**src/rtl/puf_challenge_sequencer.sv**
```systemverilog
// Challenge sequencer for a one-bit RO PUF: walks RESP_BITS consecutive challenges,
// times the settle/measure window of each, and packs the sampled bits into one word.
module puf_challenge_sequencer #(
  parameter int RESP_BITS = 16,
  parameter int SETTLE    = 4,
  parameter int WINDOW    = 1024,
  parameter int WIN_W     = 16
) (
  input  logic                 clk,
  input  logic                 reset,
  input  logic                 start,
  input  logic [7:0]           seed,
  input  logic                 abort,
  output logic [7:0]           challenge,
  output logic                 puf_rst,
  input  logic                 puf_out,
  output logic                 busy,
  output logic                 resp_valid,
  input  logic                 resp_ready,
  output logic [RESP_BITS-1:0] resp_data,
  output logic [2:0]           dbg_state
);

  localparam int IDX_W = (RESP_BITS > 1) ? $clog2(RESP_BITS) : 1;

  typedef enum logic [2:0] {
    ST_IDLE    = 3'd0,
    ST_SETTLE  = 3'd1,
    ST_MEASURE = 3'd2,
    ST_SAMPLE  = 3'd3,
    ST_DONE    = 3'd4
  } state_t;

  state_t               state_q, state_d;
  logic [WIN_W-1:0]     phase_q, phase_d;
  logic [IDX_W-1:0]     idx_q, idx_d;
  logic [7:0]           chal_d;
  logic [RESP_BITS-1:0] data_d;
  logic                 puf_rst_d, busy_d, valid_d;

  // Handshake: resp_data is presented with resp_valid held high and stable until an
  // edge where resp_ready is also high; that edge completes the transfer. resp_ready
  // outside DONE has no effect, and abort overrides a same-cycle transfer.

  always_comb begin
    state_d = state_q;
    phase_d = phase_q;
    idx_d   = idx_q;
    chal_d  = challenge;
    data_d  = resp_data;
    unique case (state_q)
      ST_IDLE: begin
        if (start) begin
          state_d = ST_SETTLE;
          phase_d = '0;
          idx_d   = '0;
          chal_d  = seed;
          data_d  = '0;
        end
      end
      ST_SETTLE: begin
        if (phase_q == WIN_W'(SETTLE - 1)) begin
          state_d = ST_MEASURE;
          phase_d = '0;
        end else begin
          phase_d = phase_q + WIN_W'(1);
        end
      end
      ST_MEASURE: begin
        if (phase_q == WIN_W'(WINDOW - 1)) begin
          state_d = ST_SAMPLE;
          phase_d = '0;
        end else begin
          phase_d = phase_q + WIN_W'(1);
        end
      end
      ST_SAMPLE: begin
        data_d[idx_q] = puf_out;
        phase_d       = '0;
        if (idx_q == IDX_W'(RESP_BITS - 1)) begin
          state_d = ST_DONE;
        end else begin
          state_d = ST_SETTLE;
          idx_d   = idx_q + IDX_W'(1);
          chal_d  = challenge + 8'd1;
        end
      end
      ST_DONE: begin
        if (resp_ready) state_d = ST_IDLE;
      end
      default: state_d = ST_IDLE;
    endcase

    // Abort drops the partial word and wins over both capture and hand-off.
    if (abort && state_q != ST_IDLE) begin
      state_d = ST_IDLE;
      phase_d = '0;
      idx_d   = '0;
      data_d  = '0;
    end

    puf_rst_d = !(state_d == ST_MEASURE || state_d == ST_SAMPLE);
    busy_d    = (state_d != ST_IDLE);
    valid_d   = (state_d == ST_DONE);
  end

  always_ff @(posedge clk or negedge reset) begin
    if (!reset) begin
      state_q    <= ST_IDLE;
      phase_q    <= '0;
      idx_q      <= '0;
      challenge  <= 8'd0;
      resp_data  <= '0;
      puf_rst    <= 1'b1;
      busy       <= 1'b0;
      resp_valid <= 1'b0;
    end else begin
      state_q    <= state_d;
      phase_q    <= phase_d;
      idx_q      <= idx_d;
      challenge  <= chal_d;
      resp_data  <= data_d;
      puf_rst    <= puf_rst_d;
      busy       <= busy_d;
      resp_valid <= valid_d;
    end
  end

  assign dbg_state = state_q;

endmodule

```
**config.mk**
```make
export PLATFORM = sky130hd
export DESIGN_NAME = puf_challenge_sequencer
export DESIGN_NICKNAME = d
export VERILOG_FILES = /design/src/rtl/puf_challenge_sequencer.sv
export SDC_FILE = /design/constraint.sdc
export NUM_CORES = 1
export LEC_CHECK = 0
export ABC_AREA = 1
export ABC_CLOCK_PERIOD_IN_PS = 1800
export BUFFER_PORTS_ARGS = -buffer_cell sky130_fd_sc_hd__buf_2
export CAP_MARGIN = 20
export CORE_UTILIZATION = 50
export CTS_CLUSTER_DIAMETER = 80
export CTS_CLUSTER_SIZE = 8
export DETAILED_ROUTE_END_ITERATION = 16
export GPL_TIMING_DRIVEN = 0
export PLACE_DENSITY = 0.82
export SETUP_SLACK_MARGIN = 0.05
export SLEW_MARGIN = 10
export SYNTH_ARGS = -nofsm -noshare
export SYNTH_HDL_FRONTEND = slang
export SYNTH_SLANG_ARGS = --single-unit
```
**constraint.sdc**
```tcl
create_clock -name clk -period 1.8 [get_ports clk]
set_input_delay 0.18 -clock clk [delete_from_list [all_inputs] [get_ports clk]]
set_output_delay 0.18 -clock clk [all_outputs]
set_load 0.02 [all_outputs]
```
==> results.json <==
{
  "outcome": "complete, no violations",
  "hold_class": "in -> reg",
  "die_h_um": 78.6,
  "ys_types": 34,
  "cts_buffer_depth": 2,
  "rsz0062_at_grt": "false",
  "drtAntennaViolNets": 0,
  "die_area_um2": 6180,
  "vias": 2731,
  "setup.worst_path.class": "reg -> reg",
  "synth_top_family_by_area": "simple AND/OR/NAND/NOR gates",
  "cts_buffers": 5,
  "synth-xor-area-share": 0.0179,
  "layout-drive-gt1-share": 0.192,
  "antenna_found_initial": 0,
  "crit_slowest_cell": "dfrtp_1",
  "synthFlopType": "dfrtp_1",
  "async_flop_share": 1.00,
  "coreArea_um2": 5570,
  "synthesis.instances": 389,
  "wl_per_cell_um": 12.8,
  "io_buffers": 43,
  "drc": 0,
  "vias_per_cell": 5.31,
  "post_cts_buffers": 0,
  "rows": 27,
  "io_pins": 44,
  "clk_pin_slew_ps": 100,
  "synth.top_cells.by_area": "dfrtp_1 (42%), nand2_1 (16%), nand3_1 (4.9%)",
  "grt_usage": 0.229,
  "timing.slew.headroom": 0.591,
  "drtIter0Drc": 157,
  "cp_cell_sequence": "ha_2, nand2_1, nor3_2, nand3_1, nand2_1, nand2_2, nand2_2, a21oi_1",
  "antenna_cells": 0,
  "numPlacedInstances": 505,
  "clkLatencyLatePin_ps": 300,
  "grt_pass1_wl_um": 11200,
  "hold_viol_final": 0,
  "period_share": 0.919,
  "root_buffer": "clkbuf_8",
  "setup_viol": 0,
  "grt_max_degree": 27,
  "cap_violations": 0,
  "synth_mux_area_frac": 0,
  "tritoncts": "built",
  "synthesis.area_um2": 2940,
  "critPathMaxFanout": 6,
  "dpl.hpwl_um": 4880,
  "layout.nets": 461,
  "synth-adder-area-share": 0.0256,
  "vdd_drop_max_v": 0.000729,
  "worst_r2r_path_depth": 8,
  "slowest_delay_ps": 410,
  "clock.fmax_mhz": 605,
  "synth_compound_area_frac": 0.153,
  "worstMarginPinSlew_ps": 613,
  "p_switching_w": 0.00135,
  "p_leak_nw": 1.71,
  "cts_sinks": 50,
  "fin_cells": 514,
  "power.switching_fraction": 0.413,
  "dr.pass1.iters": 5,
  "combPwrFrac": 0.371,
  "pwr-share-seq": 0.432,
  "clkPwrFrac": 0.197,
  "die_w_um": 78.6,
  "period_needed_ps": 1650,
  "gp_congestion": 0.898,
  "powerDensity_nw_per_um2": 973,
  "ys_warn_count": 0,
  "synth_edf_count": 0,
  "whs_path_depth": 3,
  "yosysTopAreaCell": "dfrtp_1",
  "grt_pass1_vias": 2497,
  "grt-ovfl-total": 0,
  "ys_seq_elements": 50,
  "start_util": 0.527,
  "fin_skew_ps": 15.0,
  "cp-start-kind": "register",
  "end_kind": "register",
  "area_growth_pct": 14.4,
  "synthSimpleGateAreaFrac": 0.303,
  "yosysTopAreaCellShare": 0.418,
  "wl_um": 6590,
  "drv_slew": 0,
  "tns_ps": 0,
  "htree_levels": 2,
  "seq_area_frac_synth": 0.427,
  "cp_data_arrival_time_ps": 1840,
  "intPower_w": 0.00192,
  "worstPathRequired_ps": 1980,
  "synth.avg_cell_area_um2": 7.55,
  "syn_nets": 409
}
==> flip-flops by register name, summed over array words and instances, names as in the netlist <==
| name | flops |
|---|---|
| phase_q | 16 |
| resp_data | 16 |
| challenge | 8 |
| idx_q | 4 |
| dbg_state | 3 |
| busy | 1 |
| puf_rst | 1 |
| resp_valid | 1 |
==> placed cells by master, fill, tap and decap left out, types with 2 or more instances in the layout <==
cell type / count
nor2_2: 2
a31oi_1: 2
nand2_1: 122
a21oi_1: 19
nor2_1: 29
o31ai_1: 15
o21ai_0: 28
o2111ai_1: 3
dfrtp_1: 49
nand3_1: 29
nand4_1: 2
inv_2: 5
buf_6: 2
clkbuf_8: 5
ha_1: 5
nor2_4: 4
nand2_4: 2
buf_2: 45
inv_1: 37
o21ai_1: 5
xor2_1: 5
nand2_2: 6
buf_4: 3
==> metal layers <==
layer	track usage	vias to the layer above	wire length, um
li1	-	1377	-
met1	0.314	1263	3100
met2	0.364	82	3050
met3	0.0430	9	362
met4	0.0741	0	82
met5	0	-	0
==> power by group through the flow <==
| stage | sequential, W | combinational [W] | clock (W) |
|---|---|---|---|
| 4_1_cts | 0.00141 | 0.00121 | 0.000662 |
| 3_5_place_dp | 0.00143 | 0.00121 | 0 |
| 6_report | 0.00141 | 0.00121 | 0.000645 |
| 5_1_grt | 0.00143 | 0.00135 | 0.000706 |
| 3_3_place_gp | 0.00142 | 0.00118 | 0 |
| 2_1_floorplan | 0.00155 | 0.000713 | 0 |
==> synthesized netlist by cell type, types with 2 or more instances <==
master	number
a21oi_1	19
nor2_4	4
inv_2	4
dfrtp_1	49
o31ai_1	15
o21ai_0	28
nand2_1	122
ha_1	6
buf_6	2
inv_1	38
o2111ai_1	3
nand2_2	6
nor2_2	2
nor2_1	29
buf_2	2
buf_4	3
nand2_4	2
a31oi_1	2
nand4_1	2
xor2_1	5
o21ai_1	5
nand3_1	29
==> metrics by stage <==
step	hold slack (ps)	instance area, um^2	worst slack (ps)	total power (W)	util
final	124	3360	146	0.00327	0.603
after global routing	117	3360	50.5	0.00349	0.603
after CTS	121	3360	151	0.00328	0.602
after detailed placement	235	3260	168	0.00264	0.585
after global placement	442	3240	182	0.00260	0.582
after floorplan	-116	2940	359	0.00226	-
==> critical path, delay by kind of cell (launching register included) <==
| kind | cells | cell delay (ps) |
|---|---|---|
| AO/OA/AOI/OAI | 1 | 80 |
| adder cells (fa/ha/maj) | 1 | 230 |
| flip-flops | 1 | 410 |
| AND/OR/NAND/NOR | 6 | 820 |
==> logic make-up (layout without fill, tap and decap cells) <==
family                   after synthesis  in the layout
AO/OA/AOI/OAI                         76             76
AND/OR/NAND/NOR                      201            201
adder cells (fa/ha/maj)                6              6
buffers and inverters                 50            103
XOR/XNOR                               6              6
flip-flops                            50             50
==> final timing paths <==
check,startpoint,to,slack [ps]
max in group asynchronous,reset,puf_rst,750
min reg2reg,resp_data[5],resp_data[5],490
min in group asynchronous,reset,resp_data[5],410
max,phase_q[0],phase_q[2],150
min,seed[1],challenge[1],120
max reg2reg,phase_q[0],phase_q[2],150
==> what timing repair did <==
action | in CTS | in global routing
gates resized for setup | 0 | 2
endpoints found under the setup margin | 0 | 3
hold buffers | 1 | 0
endpoints found under the hold margin | 25 | 0
==> layout make-up <==
cell class                      instances  area [um^2]
Inverter                               42          158
Fill cell                             509         2210
Tap cell                               72         90.1
Buffer                                  8         60.1
Clock inverter                          2         13.8
Timing Repair Buffer                   45          245
Clock buffer                            6         72.6
Sequential cell                        50         1250
Multi-Input combinational cell        289         1470
Power figures use the tool's default switching activity.
